### src/rtl/storage_port_arbiter.sv
// Two-requester arbiter sharing one single-port storage SRAM between the management
// core (read/write) and the housekeeping SPI read path. All outputs are registered.
module storage_port_arbiter #(
  parameter int ADDR_WIDTH = 8,
  parameter int DATA_WIDTH = 32,
  parameter int MGMT_FIRST = 1
) (
  input  logic                      core_clk,
  input  logic                      core_rstn,
  // management core port
  input  logic                      mgmt_req,
  input  logic                      mgmt_we,
  input  logic [DATA_WIDTH/8-1:0]   mgmt_sel,
  input  logic [ADDR_WIDTH-1:0]     mgmt_addr,
  input  logic [DATA_WIDTH-1:0]     mgmt_wdata,
  output logic                      mgmt_ack,
  output logic [DATA_WIDTH-1:0]     mgmt_rdata,
  // housekeeping read port
  input  logic                      hk_req,
  input  logic [ADDR_WIDTH-1:0]     hk_addr,
  output logic                      hk_ack,
  output logic [DATA_WIDTH-1:0]     hk_rdata,
  // SRAM port
  output logic                      ram_ena,
  output logic                      ram_wen,
  output logic [DATA_WIDTH/8-1:0]   ram_wen_mask,
  output logic [ADDR_WIDTH-1:0]     ram_addr,
  output logic [DATA_WIDTH-1:0]     ram_wdata,
  input  logic [DATA_WIDTH-1:0]     ram_rdata,
  output logic                      busy
);

  localparam int SEL_WIDTH = DATA_WIDTH / 8;

  typedef enum logic [1:0] {
    IDLE   = 2'd0,
    ACCESS = 2'd1,
    WAIT   = 2'd2,
    ACK    = 2'd3
  } state_t;

  state_t                  state_q, state_d;
  logic                    owner_hk_q, owner_hk_d;
  logic                    we_q, we_d;
  logic                    last_hk_q, last_hk_d;
  logic                    grant_hk;

  logic                    ram_ena_d, ram_wen_d;
  logic [SEL_WIDTH-1:0]    ram_wen_mask_d;
  logic [ADDR_WIDTH-1:0]   ram_addr_d;
  logic [DATA_WIDTH-1:0]   ram_wdata_d;
  logic                    mgmt_ack_d, hk_ack_d;
  logic [DATA_WIDTH-1:0]   mgmt_rdata_d, hk_rdata_d;

  // Round robin: with both pending, the requester not served last wins.
  assign grant_hk = hk_req && (!mgmt_req || !last_hk_q);

  always_comb begin
    // NOTE: every signal gets a default before the case so no path leaves it
    // unassigned; otherwise synthesis infers a latch to hold the old value.
    state_d        = state_q;
    owner_hk_d     = owner_hk_q;
    we_d           = we_q;
    last_hk_d      = last_hk_q;
    ram_ena_d      = 1'b0;
    ram_wen_d      = 1'b0;
    ram_wen_mask_d = '0;
    ram_addr_d     = ram_addr;
    ram_wdata_d    = ram_wdata;
    mgmt_ack_d     = 1'b0;
    hk_ack_d       = 1'b0;
    mgmt_rdata_d   = mgmt_rdata;
    hk_rdata_d     = hk_rdata;

    unique case (state_q)
      IDLE: begin
        if (mgmt_req || hk_req) begin
          state_d    = ACCESS;
          owner_hk_d = grant_hk;
          last_hk_d  = grant_hk;
          ram_ena_d  = 1'b1;
          if (grant_hk) begin
            we_d       = 1'b0;
            ram_addr_d = hk_addr;
          end else begin
            we_d           = mgmt_we;
            ram_wen_d      = mgmt_we;
            ram_wen_mask_d = mgmt_we ? mgmt_sel : '0;
            ram_addr_d     = mgmt_addr;
            ram_wdata_d    = mgmt_wdata;
          end
        end
      end

      ACCESS: state_d = WAIT;

      WAIT: begin
        // RAM data is valid now, one cycle after the enable cycle.
        if (!we_q) begin
          if (owner_hk_q) hk_rdata_d   = ram_rdata;
          else            mgmt_rdata_d = ram_rdata;
        end
        if (owner_hk_q) hk_ack_d   = 1'b1;
        else            mgmt_ack_d = 1'b1;
        state_d = ACK;
      end

      ACK: state_d = IDLE;

      default: state_d = IDLE;
    endcase
  end

  // NOTE: sequential state uses non-blocking assignments so every register
  // samples pre-edge values, independent of statement order.
  always_ff @(posedge core_clk or negedge core_rstn) begin
    if (!core_rstn) begin
      state_q      <= IDLE;
      owner_hk_q   <= 1'b0;
      we_q         <= 1'b0;
      last_hk_q    <= (MGMT_FIRST != 0);
      ram_ena      <= 1'b0;
      ram_wen      <= 1'b0;
      ram_wen_mask <= '0;
      ram_addr     <= '0;
      ram_wdata    <= '0;
      mgmt_ack     <= 1'b0;
      hk_ack       <= 1'b0;
      // NOTE: the returned-data registers are plain flops, not a memory array,
      // so they are cleared on reset like any other output.
      mgmt_rdata   <= '0;
      hk_rdata     <= '0;
    end else begin
      state_q      <= state_d;
      owner_hk_q   <= owner_hk_d;
      we_q         <= we_d;
      last_hk_q    <= last_hk_d;
      ram_ena      <= ram_ena_d;
      ram_wen      <= ram_wen_d;
      ram_wen_mask <= ram_wen_mask_d;
      ram_addr     <= ram_addr_d;
      ram_wdata    <= ram_wdata_d;
      mgmt_ack     <= mgmt_ack_d;
      hk_ack       <= hk_ack_d;
      mgmt_rdata   <= mgmt_rdata_d;
      hk_rdata     <= hk_rdata_d;
    end
  end

  assign busy = (state_q != IDLE);

endmodule

### config.mk
export PLATFORM = sky130hd
export DESIGN_NAME = storage_port_arbiter
export DESIGN_NICKNAME = d
export VERILOG_FILES = /design/src/rtl/storage_port_arbiter.sv
export SDC_FILE = /design/constraint.sdc
export NUM_CORES = 1
export LEC_CHECK = 0
export CAP_MARGIN = 20
export CORE_ASPECT_RATIO = 0.8
export CORE_MARGIN = 4
export CORE_UTILIZATION = 45
export DETAILED_ROUTE_END_ITERATION = 16
export HOLD_SLACK_MARGIN = 0.1
export PLACE_DENSITY = 0.94
export SLEW_MARGIN = 15
export SYNTH_ARGS = -nofsm -noshare
export SYNTH_HDL_FRONTEND = slang
export SYNTH_SLANG_ARGS = --single-unit
### constraint.sdc
create_clock -name core_clk -period 3 [get_ports core_clk]
set_input_delay 0.75 -clock core_clk [delete_from_list [all_inputs] [get_ports core_clk]]
set_output_delay 0.75 -clock core_clk [all_outputs]
set_load 0.005 [all_outputs]
==> impl_metrics.env, run 1 <==
export IMPL_p_comb_share_pct=40.3
export IMPL_end_kind="primary output"
export IMPL_die_h_um=96.7
export IMPL_synth_cells=271
export IMPL_setup_viol=0
export IMPL_vias=3043
export IMPL_postCtsSetupBuffers=0
export IMPL_synthFlopType="dfrtp_1"
export IMPL_rows=32
export IMPL_fmax_ghz=0.413
export IMPL_worst_slew_pin_transition_ps=682
export IMPL_period_needed_ps=2420
export IMPL_syn_num_nets=362
export IMPL_relSlewSlack_pct=54.2
export IMPL_grt_pass1_vias=3522
export IMPL_core_area_um2=9610
export IMPL_leakage_uw=0.00303
export IMPL_area_growth_pct=61.1
export IMPL_skew_ps=5.30
export IMPL_die_area_um2=11500
export IMPL_clk_pin_slew_worst_paths_ps=50
export IMPL_swShare_pct=26.4
export IMPL_antenna_found_initial=0
export IMPL_die_w_um=119
export IMPL_io_buffers=201
export IMPL_startpoint="state_q[0]"
export IMPL_synth_cell_types=26
export IMPL_dpl_hpwl_um=8340
export IMPL_ys_top_cells_by_area="dfrtp_1, mux2_2, mux2_1, a221o_1, and2_1"
export IMPL_ys_ff_latch=117
export IMPL_maxSlewViolCount=0
export IMPL_synth_avg_cell_area_um2=16.3
export IMPL_grt_pass1_wl_um=18400
export IMPL_p_seq_share_pct=35.5
export IMPL_cts_hold_buf=0
export IMPL_synth_top_area_cell="dfrtp_1"
export IMPL_clkLatencyLatePin_ps=390
export IMPL_start_kind="flop"
export IMPL_drive_above_1_share_pct=25.4
export IMPL_wl_um=11500
export IMPL_worstSetupPathType="reg2out"
export IMPL_via_per_inst=4.98
export IMPL_drc=0
export IMPL_cts_resized=0
export IMPL_max_cap_violations=0
export IMPL_netlist_area_um2=4420
export IMPL_cts_root_buf="clkbuf_16"
export IMPL_antenna_cells=0
export IMPL_cts_path_max_buffers=2
export IMPL_fin_setup_tns_ps=0
export IMPL_required_ps=2250
export IMPL_grt_usage_pct=20.4
export IMPL_pin_count=202
export IMPL_synth_top_area_share_pct=65.6
export IMPL_fin_crit_sh_pct=80.7
export IMPL_switching_power_uw=2090
export IMPL_postSynth_asyncResetShare_pct=100
export IMPL_cts_htree_levels=4
export IMPL_worstPathMaxFanout=6
export IMPL_hold_class="in2async"
export IMPL_ir_drop_mv=0.619
export IMPL_p_clk_share_pct=24.2
export IMPL_finalPower_uw=7910
export IMPL_rsz0062_at_grt="no"
export IMPL_drtAntennaViolNets=0
export IMPL_cts_sinks=117
export IMPL_p_int_uw=5830
export IMPL_start_util_pct=46.0
export IMPL_synth_seq_area_share_pct=66.2
export IMPL_power_density_nw_per_um2=1110
export IMPL_reg2regPathDepth=6
export IMPL_synth_edf_count=0
export IMPL_worstReg2RegStart="state_q[0]"
export IMPL_drtPass1Iterations=4
export IMPL_finalNetCount=574
export IMPL_crit_arrival_ps=1670
export IMPL_cts_made_buffers=17
export IMPL_status="complete, no violations"
export IMPL_grt_overflow=0
export IMPL_drt_initial_drc_count=114
export IMPL_cts_tree="done"
export IMPL_avgRoutedWirePerCell_um=18.8
export IMPL_yosys_warnings=0
export IMPL_grt_max_degree=60
export IMPL_hold_viol=0
export IMPL_place_congestion=0.763
-- kinds of logic after synthesis --
kind of cell               count (synthesis)  share of synthesized area [%]
buffers and inverters                     18                           2.46
and+or+nand+nor                           22                           2.91
adders and majority gates                  2                          0.566
AOI/OAI and AO/OA                         15                           3.14
DFF                                      117                           66.2
muxes                                     97                           24.7
-- power groups by stage --
| stage | Clock [uW] | Combinational, uW | Sequential, uW |
|---|---|---|---|
| 3_3_place_gp | 0 | 3090 | 2760 |
| 4_1_cts | 1960 | 3240 | 2820 |
| 6_report | 1910 | 3190 | 2810 |
| 5_1_grt | 2020 | 3410 | 2900 |
| 3_5_place_dp | 0 | 3210 | 2810 |
| 2_1_floorplan | 0 | 1220 | 2810 |
-- critical path, cell delays in order (launching register included) --
cell and delay [ps]:
dfrtp_1 350, inv_1 60, ha_1 270, inv_1 100, clkdlybuf4s50_1 500
-- synth_stat cells, types with 2 or more instances --
master and number:
a21o_1 2, a221o_1 8, and2_0 3, and2_1 7, and3_1 4, buf_2 6, buf_4 3, buf_6 3
dfrtp_1 116, ha_1 2, inv_1 5, mux2_1 8, mux2_2 89, nand2_1 2, nor2b_1 2
-- layer usage --
metal / track usage [%] / vias to the layer above / wire length (um)
met5: 0 / - / 0
met4: 5.61 / 0 / 110
met3: 7.66 / 12 / 817
met2: 36.9 / 127 / 6200
met1: 22.5 / 1518 / 4380
li1: - / 1386 / -
-- sequential cells by signal, indices dropped and copies added, names as in the netlist --
| signal | cells |
|---|---|
| mgmt_ack | 1 |
| mgmt_rdata | 32 |
| hk_rdata | 32 |
| ram_wen_mask | 4 |
| owner_hk_q | 1 |
| ram_addr | 8 |
| state_q | 2 |
| last_hk_q | 1 |
| we_q | 1 |
| hk_ack | 1 |
| ram_wen | 1 |
| ram_ena | 1 |
| ram_wdata | 32 |
-- final cells by class --
cell class	count	area (um2)
inverter	5	18.8
multi-input combinational	136	1390
sequential	117	2930
fill	644	2480
clock inverter	5	75.1
timing repair buffer	206	2070
clock buffer	23	488
tap	119	149
-- final timing paths --
kind | to | slack, ps
min in group core_clk | mgmt_ack | 460
setup reg to reg | ram_wdata[18] | 1040
setup / recovery | busy | 580
max in group asynchronous | last_hk_q | 1950
hold / removal | ram_wdata[25] | 330
hold reg to reg | mgmt_ack | 460
-- placed cells by master, fill, tap and decap left out, drive strengths merged, types with 2 or more instances in the layout --
master / n
mux2: 97
dfrtp: 116
a221o: 8
and3: 4
clkdlybuf4s50: 200
and2: 10
a21o: 2
bufinv: 2
nand2: 2
ha: 2
clkinv: 3
a21oi: 3
nor2b: 2
inv: 5
buf: 6
clkbuf: 23
-- per-stage QoR --
| step | setup slack [ps] | instance area [um2] | std cells | hold WS [ps] | utilization, % |
|---|---|---|---|---|---|
| 3_3_place_gp | 529 | 6560 | 583 | 457 | 68.3 |
| 6_report | 579 | 7120 | 611 | 329 | 74.1 |
| 3_5_place_dp | 454 | 6560 | 583 | 458 | 68.3 |
| 5_1_grt | 485 | 7120 | 611 | 359 | 74.1 |
| 2_1_floorplan | 1290 | 4420 | 271 | 426 | - |
| 4_1_cts | 553 | 7120 | 611 | 331 | 74.1 |
(Power assumes the default switching activity.)
==> run 2: changes to the inputs <==
- CORE_UTILIZATION: 45 -> 37
- PLACE_DENSITY: 0.94 -> 0.84
- clock period: 3 -> 2.2 ns (I/O delays scaled with it)
==> impl_metrics.env, run 2 (synthesized netlist as in run 1, its figures left out) <==
export IMPL_status="complete, no violations"
export IMPL_avgRoutedWirePerCell_um=17.3
export IMPL_postCtsSetupBuffers=0
export IMPL_ir_drop_mv=0.672
export IMPL_clkLatencyLatePin_ps=400
export IMPL_drt_initial_drc_count=112
export IMPL_via_per_inst=4.73
export IMPL_cts_tree="done"
export IMPL_cts_root_buf="clkbuf_16"
export IMPL_die_area_um2=13800
export IMPL_cts_sinks=117
export IMPL_clk_pin_slew_worst_paths_ps=60
export IMPL_die_w_um=130
export IMPL_worst_slew_pin_transition_ps=629
export IMPL_fin_crit_sh_pct=85.3
export IMPL_wl_um=11200
export IMPL_hold_class="in2async"
export IMPL_grt_pass1_vias=3418
export IMPL_relSlewSlack_pct=58.1
export IMPL_fin_setup_tns_ps=0
export IMPL_setup_viol=0
export IMPL_fin_cells=647
export IMPL_io_buffers=201
export IMPL_cts_hold_buf=0
export IMPL_antenna_cells=0
export IMPL_max_cap_violations=0
export IMPL_fmax_ghz=0.533
export IMPL_nFillCells=873
export IMPL_core_area_um2=11600
export IMPL_worstSetupPathType="reg2out"
export IMPL_drc=0
export IMPL_maxSlewViolCount=0
export IMPL_drive_above_1_share_pct=26.9
export IMPL_largestRegisters="hk_rdata x32, mgmt_rdata x32, ram_wdata x32"
export IMPL_drtPass1Iterations=4
export IMPL_cts_htree_levels=4
export IMPL_start_kind="flop"
export IMPL_grt_usage_pct=16.6
export IMPL_place_congestion=0.717
export IMPL_power_density_nw_per_um2=1530
export IMPL_crit_arrival_ps=1330
export IMPL_required_ps=1650
export IMPL_antenna_found_initial=0
export IMPL_grt_overflow=0
export IMPL_start_util_pct=38.1
export IMPL_grt_max_degree=118
export IMPL_rsz0062_at_grt="no"
export IMPL_grt_pass1_wl_um=17700
export IMPL_whs_ps=199
export IMPL_layout_common_cells="clkdlybuf4s50_1, dfrtp_1, mux2_2"
export IMPL_fin_util_pct=62.8
export IMPL_die_h_um=106
export IMPL_rows=35
export IMPL_skew_ps=7.97
export IMPL_worstPathMaxFanout=6
export IMPL_final_common_cell="clkdlybuf4s50_1"
export IMPL_cts_made_buffers=17
export IMPL_period_needed_ps=1880
export IMPL_drtAntennaViolNets=0
export IMPL_hold_viol=0
export IMPL_area_growth_pct=64.8
export IMPL_cts_path_max_buffers=2
export IMPL_leakage_uw=0.00307
export IMPL_dpl_hpwl_um=8150
export IMPL_vias=3059
export IMPL_finalNetCount=577
export IMPL_pin_count=202
export IMPL_dp_cells=615
export IMPL_end_kind="primary output"
run 2: stage by stage:
stage | total power (uW) | setup slack, ps | area, um2
global placement | 8050 | 192 | 6640
detailed placement | 8250 | 144 | 6640
finish | 11100 | 323 | 7290
CTS | 11300 | 17.7 | 7290
floorplan | 5490 | 562 | 4420
global route | 11800 | 247 | 7290
run 2: layer usage:
metal / share of wire [%] / GRT usage [%]
met1: 39 / 19.2
met2: 51 / 28.0
met3: 8.7 / 7.60
met4: 0.78 / 3.93
met5: 0 / 0
run 2: final cells by class:
type                    instances  area (um2)  share of cell area, %
flip-flops and latches        117        2930                   40.2
repair buffers                209        2110                   28.9
multi-input cells             136        1400                   19.2
clock buffers                  20         447                   6.13
clock inverters                12         203                   2.78
well taps                     148         185                   2.54
inverters                       5        18.8                  0.257
run 2: where the power goes:
group / internal, uW / switching (uW) / leakage, uW
logic: 2990 / 1360 / 0.00138
clock network: 2040 / 957 / 0.000302
registers: 3230 / 552 / 0.00139
total: 8270 / 2870 / 0.00307
run 2: worst max-delay path: stages (launching register included):
cell	delay (ps)
dfrtp_1	400
inv_1	80
ha_2	230
inv_1	70
dlymetal6s2s_1	160
run 2: repair_timing:
item / 4_1_cts / 5_1_grt
gates cloned: 0 / 0
gates resized for setup: 1 / 1
endpoints found under the setup margin: 1 / 1
run 2: worst paths after layout:
| path | startpoint | end | slack (ps) | cells after the start |
|---|---|---|---|---|
| min | core_rstn | ram_wdata[26] | 200 | 2 |
| min reg2reg | owner_hk_q | mgmt_ack | 470 | 1 |
| min in group core_clk | owner_hk_q | mgmt_ack | 470 | 1 |
| max | state_q[1] | busy | 320 | 4 |
| max reg2reg | state_q[0] | mgmt_rdata[1] | 390 | 6 |
| max in group asynchronous | core_rstn | hk_rdata[15] | 1500 | 2 |
==> run 3: changes to the inputs <==
- CORE_UTILIZATION: 37 -> 39
- CTS_BUF_LIST: default -> sky130_fd_sc_hd__clkbuf_2 sky130_fd_sc_hd__clkbuf_4 sky130_fd_sc_hd__clkbuf_8
- PLACE_DENSITY: 0.84 -> 0.87
==> impl_metrics.env, run 3 (synthesized netlist as in run 1, its figures left out) <==
export IMPL_ir_drop_mv=0.776
export IMPL_dpl_hpwl_um=8290
export IMPL_cts_path_max_buffers=2
export IMPL_r2r_setup_slack_ps=470
export IMPL_setup_viol=0
export IMPL_crit_arrival_ps=1430
export IMPL_leakage_uw=0.00300
export IMPL_rsz0062_at_grt="no"
export IMPL_start_kind="flop"
export IMPL_grt_overflow=0
export IMPL_area_growth_pct=60.6
export IMPL_relSlewSlack_pct=61.7
export IMPL_via_per_inst=4.70
export IMPL_r2r_end="mgmt_rdata[8]"
export IMPL_layout_common_cells="clkdlybuf4s50_1, dfrtp_1, mux2_2"
export IMPL_final_common_cell="clkdlybuf4s50_1"
export IMPL_fin_crit_sh_pct=90.0
export IMPL_status="complete, no violations"
export IMPL_cts_htree_levels=4
export IMPL_grt_max_degree=47
export IMPL_worstPathMaxFanout=6
export IMPL_cts_tree="done"
export IMPL_maxSlewViolCount=0
export IMPL_wl_met3_um=737
export IMPL_grt_usage_pct=17.4
export IMPL_worstSetupPathType="reg2out"
export IMPL_die_h_um=103
export IMPL_io_buffers=201
export IMPL_nFillCells=787
export IMPL_die_area_um2=13100
export IMPL_clkLatencyLatePin_ps=420
export IMPL_max_cap_violations=0
export IMPL_vias=3038
export IMPL_pin_count=202
export IMPL_grt_pass1_vias=3431
export IMPL_end_kind="primary output"
export IMPL_drt_initial_drc_count=134
export IMPL_cts_made_buffers=17
export IMPL_hold_class="in2async"
export IMPL_period_needed_ps=1980
export IMPL_dp_cells=613
export IMPL_cts_sinks=117
export IMPL_fin_setup_tns_ps=0
export IMPL_drc=0
export IMPL_place_congestion=0.766
export IMPL_wl_met1_um=4330
export IMPL_hold_viol=0
export IMPL_grt_pass1_wl_um=17500
export IMPL_reg2regPathDepth=6
export IMPL_worstReg2RegStart="state_q[0]"
export IMPL_wl_met2_um=5770
export IMPL_fin_cells=646
export IMPL_clk_pin_slew_worst_paths_ps=70
export IMPL_drive_above_1_share_pct=27.7
export IMPL_final_seq_area_um2=2930
export IMPL_die_w_um=127
export IMPL_required_ps=1650
export IMPL_fmax_ghz=0.505
export IMPL_wl_um=11100
export IMPL_multiInputGateArea_um2=1400
export IMPL_highest_layer="met4"
export IMPL_drtPass1Iterations=6
export IMPL_start_util_pct=40.3
export IMPL_largestRegisters="hk_rdata x32, mgmt_rdata x32, ram_wdata x32"
export IMPL_power_density_nw_per_um2=1450
export IMPL_antenna_found_initial=0
export IMPL_worst_slew_pin_transition_ps=574
export IMPL_skew_ps=10.5
export IMPL_cts_root_buf="clkbuf_8"
export IMPL_avgRoutedWirePerCell_um=17.2
export IMPL_rows=34
export IMPL_core_area_um2=11000
export IMPL_antenna_cells=0
export IMPL_finalNetCount=580
export IMPL_drtAntennaViolNets=0
-- run 3: cell types whose count changed in the layout (fill, tap and decap cells not counted), moves of 2 or more --
cell,previous run,this run
clkbuf_16,17,0
clkbuf_8,1,18
clkinv_2,1,4
buf_4,6,8
clkbuf_1,2,0
clkinvlp_4,4,2
-- run 3: layer usage --
metal / GRT usage (%) / vias to the layer above
li1: - / 1396
met3: 6.11 / 25
met1: 19.3 / 1497
met2: 30.9 / 120
met5: 0 / -
met4: 7.67 / 0
-- run 3: critical path: stages, from the launching register on --
cell           delay (ps)
dfrtp_1               380
inv_1                  90
ha_2                  230
inv_1                  60
dlygate4sd2_1         260
-- run 3: where the power goes --
| group | total (uW) | internal [uW] | switching, uW |
|---|---|---|---|
| Combinational | 4370 | 3010 | 1360 |
| Clock | 2120 | 1270 | 847 |
| Sequential | 3780 | 3230 | 554 |
-- run 3: worst max path at each step --
stage,from,to,slack [ps],cells after the start
2_1_floorplan,state_q[0],ram_wdata[10],560,6
3_3_place_gp,mgmt_req,ram_wdata[24],200,5
3_5_place_dp,mgmt_req,ram_wdata[11],160,5
4_1_cts,state_q[0],busy,190,4
5_1_grt,state_q[0],busy,130,4
6_report,state_q[0],busy,220,4
-- run 3: cell type report --
cell class              count  area share, %
well taps                 144           2.54
clock inverters            13           2.55
multi-input cells         136           19.7
flip-flops and latches    117           41.2
inverters                   5          0.264
repair buffers            212           30.1
clock buffers              19           3.59
-- run 3: what timing repair did --
| action | CTS | global route |
|---|---|---|
| setup buffers | 1 | 0 |
| hold buffers | 0 | 0 |
| setup endpoints to repair | 1 | 0 |
| resized for setup | 2 | 0 |
-- run 3: per-stage QoR --
step                      hold slack [ps]  utilization (%)  area (um2)  power (uW)  setup slack (ps)
after CTS                             122             64.7        7100       10400               186
final                                 121             64.7        7100       10300               221
after floorplan                       254                -        4420        5490               562
after detailed placement              469             60.7        6660        8260               160
after global placement                462             60.7        6660        8050               196
after global routing                  133             64.7        7100       10900               130
==> RTL edit 1 (config.mk and constraints of run 2) <==
The parameter `MGMT_FIRST` goes from 1 to 0.
--- a/src/rtl/storage_port_arbiter.sv
+++ b/src/rtl/storage_port_arbiter.sv
@@ -4,5 +4,5 @@
   parameter int ADDR_WIDTH = 8,
   parameter int DATA_WIDTH = 32,
-  parameter int MGMT_FIRST = 1
+  parameter int MGMT_FIRST = 0
 ) (
   input  logic                      core_clk,
Behaviour: not the same (Yosys sat finds a counterexample within 4 cycles, from zero or initial values and one cycle with core_rstn low).
==> RTL edit 1 against run 2 <==
Area after synthesis increased by 1.6%; routed wire length grew 1.5%; first-iteration DRC count fell by 30%; power fell by 0.47%; sequential cell count is 1 lower; cell area grew 0.17%; highest routed layer unchanged; worst setup slack improved by 30 ps; register-to-register slack improved by 70 ps; clock power shrank 7.7%; sequential power is essentially flat; critical path depth stayed put.
==> RTL edit 1: results (changes against run 2) <==
| Metric | Value |
|---|---|
| Multi-input combinational area share | 20.2% (+1.1 points) |
| Global-route met3 utilization | 7.46% (-0.14 points) |
| Sequential cell area share | 39.8% (-0.43 points) |
| Synth top area cells | dfrtp_1 (65%), mux2_2 (18%), mux2_4 (6.7%) |
| Logic inverters | 5 (unchanged) |
| Final non-clock buffer share | 29.0% (+0.053 points) |
| Most Used Layer, Global Route | met2 |
| Metal1 wirelength | 4.57 mm (+3.5%) |
| Mean routed wirelength per cell | 17.6 µm (+1.8%) |
| Met2 WL | 5.88 mm (+2.8%) |
| First-pass GRT wire length | 18.5 mm (+4.9%) |
| Clk_skew | 8.93 ps (+0.958 ps) |
| Layout cells sized above 1 | 27.2% (+0.31 points) |
| Cts bufs inserted | 17 (unchanged) |
| R2r worst-path depth | 5 (-1) |
| Post-DP HPWL | 8.11 mm (-0.50%) |
| Flops & latches, synth | 116 (-0.85%) |
| Vias in the first global route | 3461 (+1.3%) |
| # fillers | 871 (-0.23%) |
| Core Util, Final | 62.5% (-0.36 points) |
| Number of non-clock buffers | 210 (+0.48%) |
| Gpl congestion | 0.726 (+1.1%) |
| Outcome | completed |
| Max-slew headroom | 60.0% (+1.9 points) |
| Yosys cell types | 29 (+12%) |
| Worst r2r dst | mgmt_rdata[20] |
| Worst IR Drop VDD | 0.791 mV (+18%) |
| Layout Nets | 576 (-0.17%) |
| Vias/cell | 4.72 (-0.21%) |
| GRT met1 Usage | 19.0% (-0.26 points) |
| Register area share after synthesis | 64.6% (-1.7 points) |
| Iter 0 DRT Violations | 78 (-30%) |
| Overall Global Routing Usage | 16.9% (+0.23 points) |
| Layout clock area frac | 8.22% (-0.68 points) |
| Final setup margin | 353 ps (+29.7 ps) |
| Critical Path AT | 1300 ps (-30 ps) |
| Net Count, Synth | 359 (-0.83%) |
| Largest net degree at the start of global routing | 117 (-0.85%) |
| Place WS | 69.6 ps (-74.0 ps) |
| Power Dens Cells | 1520 nW/µm² (-0.65%) |
| Switching pwr | 0.00289 W (+0.74%) |
| Max stage delay on crit path | 370 ps (-30 ps) |
| ANT cells | 0 (unchanged) |
| Reg power frac | 34.1% (about the same) |
| Synth cell count leaders | dfrtp_1 (116), mux2_2 (70), mux2_4 (20) |
| Post_cts resized | 1 (unchanged) |
| Met2 Use GR | 29.2% (+1.2 points) |
| R2r setup slk | 460 ps (+70 ps) |
| Leakage | 3.11 nW (+1.2%) |
| YS warnings | 0 (unchanged) |
| #MultiIn Comb | 135 (-0.74%) |
| WL met3 | 786 µm (-19%) |
| DP Area | 6680 µm² (+0.66%) |
| Clock net power | 0.00277 W (-7.7%) |
| CLK BUF | 21 (+5.0%) |
-- RTL edit 1: logic make-up (layout without fill, tap and decap cells) --
family | count (synthesis) | after routing | synth area share [%]
AO/OA/AOI/OAI | 14 | 14 | 2.84
adder cells (fa/ha/maj) | 2 | 2 | 0.557
flip-flops | 116 | 116 | 64.6
buffers and inverters | 17 | 246 | 2.84
AND/OR/NAND/NOR | 22 | 22 | 3.23
multiplexers | 97 | 97 | 26.0
-- RTL edit 1: stage by stage --
| step | cells | hold slack, ps | total power [W] |
|---|---|---|---|
| final | 645 | 231 | 0.0111 |
| after detailed placement | 613 | 480 | 0.00837 |
| after global placement | 613 | 467 | 0.00818 |
| after floorplan | 268 | 254 | 0.00565 |
| after global routing | 645 | 270 | 0.0118 |
| after CTS | 644 | 267 | 0.0112 |
-- RTL edit 1: worst max-delay path: cells and delay by family (launching register included) --
| kind | cells | cell delay (ps) |
|---|---|---|
| DFF | 1 | 370 |
| buffers and inverters | 3 | 320 |
| adders and majority gates | 1 | 190 |
==> RTL edit 2 (settings of run 2) <==
Made on the original files. Encoding of `state_t`: now one-hot (4 bits for 4 states).
--- a/src/rtl/storage_port_arbiter.sv
+++ b/src/rtl/storage_port_arbiter.sv
@@ -33,9 +33,9 @@
   localparam int SEL_WIDTH = DATA_WIDTH / 8;
 
-  typedef enum logic [1:0] {
-    IDLE   = 2'd0,
-    ACCESS = 2'd1,
-    WAIT   = 2'd2,
-    ACK    = 2'd3
+  typedef enum logic [3:0] {
+    IDLE   = 4'b0001,
+    ACCESS = 4'b0010,
+    WAIT   = 4'b0100,
+    ACK    = 4'b1000
   } state_t;
 
Formal check against the unedited RTL: no difference found for any inputs over 4 cycles, from zero or initial values and one cycle with core_rstn low; so few cycles prove little.
==> RTL edit 2 against run 2 <==
Cell area up 0.79%; critical path depth fell by 1; worst setup slack worse by 170 ps; routed wire length up 3.3%; worst hold slack better by 6.7 ps; sequential cell count grew 2; largest power group unchanged; global-route usage grew 0.47 points; clock power down 4%; power down 3.3%; area after synthesis grew 1.6%; register-to-register slack worse by 150 ps.
==> RTL edit 2: results (changes against run 2) <==
| Metric | Value |
|---|---|
| # rows | 35 (unchanged) |
| Post-Route WL | 11.6 mm (+3.3%) |
| Post-synthesis average cell area | 16.1 µm² (-1.3%) |
| Register area share after synthesis | 66.3% (+0.11 points) |
| Vias in the first global route | 3583 (+4.8%) |
| Largest net degree at the start of global routing | 120 (+1.7%) |
| Clock net power | 0.00289 W (-4%) |
| Place WS | 143 ps (-0.856 ps) |
| Mean routed wirelength per cell | 17.6 µm (+1.6%) |
| Leakage | 3.11 nW (+1.2%) |
| Worst IR Drop VDD | 0.742 mV (+10%) |
| First-pass GRT wire length | 18.9 mm (+7.0%) |
| Yosys cell types | 27 (+3.8%) |
| # fillers | 874 (+0.11%) |
| Net Count, Synth | 368 (+1.7%) |
| Reg power frac | 35.7% (+1.7 points) |
| Max-slew headroom | 55.6% (-2.5 points) |
| H-tree depth | 4 (unchanged) |
| Critical Path AT | 1490 ps (+160 ps) |
| Synth top area cells | dfrtp_1 (65%), mux2_2 (17%), mux2_1 (7.5%) |
| CP Max Fanout | 2 (-4) |
| Gpl congestion | 0.855 (+19%) |
| Initial antenna violation count | 0 (unchanged) |
| Clk_skew | 8.22 ps (+0.255 ps) |
| Switching pwr | 0.00275 W (-4.2%) |
| Logic pwr share | 37.5% (-1.6 points) |
| Cell count after placement | 625 (+1.6%) |
| Overall Global Routing Usage | 17.1% (+0.47 points) |
| Layout cells sized above 1 | 23.1% (-3.7 points) |
| Slowest stage cell, crit path | dfstp_2 |
| Outcome | completed |
| Layout Nets | 587 (+1.7%) |
| Cts bufs inserted | 17 (unchanged) |
| Setup violators final | 0 (unchanged) |
| Detailed-route via count | 3155 (+3.1%) |
| Drt pass-1 iters | 4 (unchanged) |
| Ys async rst share | 100% (unchanged) |
| Largest registers | hk_rdata: 32 flops, mgmt_rdata: 32 flops, ram_wdata: 32 flops |
| Post-DP HPWL | 8.51 mm (+4.5%) |
| Max stage delay on crit path | 530 ps (+130 ps) |
| Synth cell count leaders | dfrtp_1 (117), mux2_2 (66), mux2_1 (30) |
| Iter 0 DRT Violations | 127 (+13%) |
[RTL edit 2: kinds of logic (layout without fill, tap and decap cells)]
| kind of cell | after synthesis | count (layout) | share of synthesized area, % |
|---|---|---|---|
| DFF | 119 | 119 | 66.3 |
| muxes | 96 | 96 | 24.1 |
| and+or+nand+nor | 34 | 34 | 4.87 |
| AOI/OAI and AO/OA | 13 | 13 | 2.51 |
| buffers and inverters | 17 | 248 | 2.23 |
[RTL edit 2: routing by layer]
metal	global-route usage, %	wire length [µm]
met5	0	0
met3	6.58	756
met2	29.5	5930
met4	4.95	112
met1	20.0	4770
[RTL edit 2: worst paths after layout]
| path | from | endpoint | slack [ps] | cells after the start |
|---|---|---|---|---|
| max in group asynchronous | core_rstn | mgmt_rdata[7] | 1450 | 2 |
| min in group core_clk | hk_rdata[10] | hk_rdata[10] | 490 | 1 |
| worst min-delay path | core_rstn | ram_wdata[26] | 210 | 2 |
| worst min register to register | hk_rdata[10] | hk_rdata[10] | 490 | 1 |
| worst max register to register | state_q[0] | ram_wdata[7] | 240 | 5 |
| worst max-delay path | state_q[0] | busy | 160 | 3 |
[RTL edit 2: what timing repair did]
action | in CTS | in global routing
buffers inserted | 0 | 2
setup endpoints to repair | 1 | 1
pin swaps | 0 | 1
resized for setup | 2 | 2
[RTL edit 2: stage by stage]
stage               instance area [µm²]  hold slack [ps]
detailed placement                 6710              481
global placement                   6710              474
global route                       7350              267
CTS                                7330              265
finish                             7350              205
floorplan                          4490              254
[RTL edit 2: cell type report]
class,count,area [µm²],area share (%)
Sequential cell,119,2980,40.6
Timing Repair Buffer,214,2130,29.0
Multi-Input combinational cell,143,1410,19.2
Clock buffer,22,474,6.45
Tap cell,148,185,2.52
Clock inverter,9,148,2.01
Inverter,3,12.5,0.170
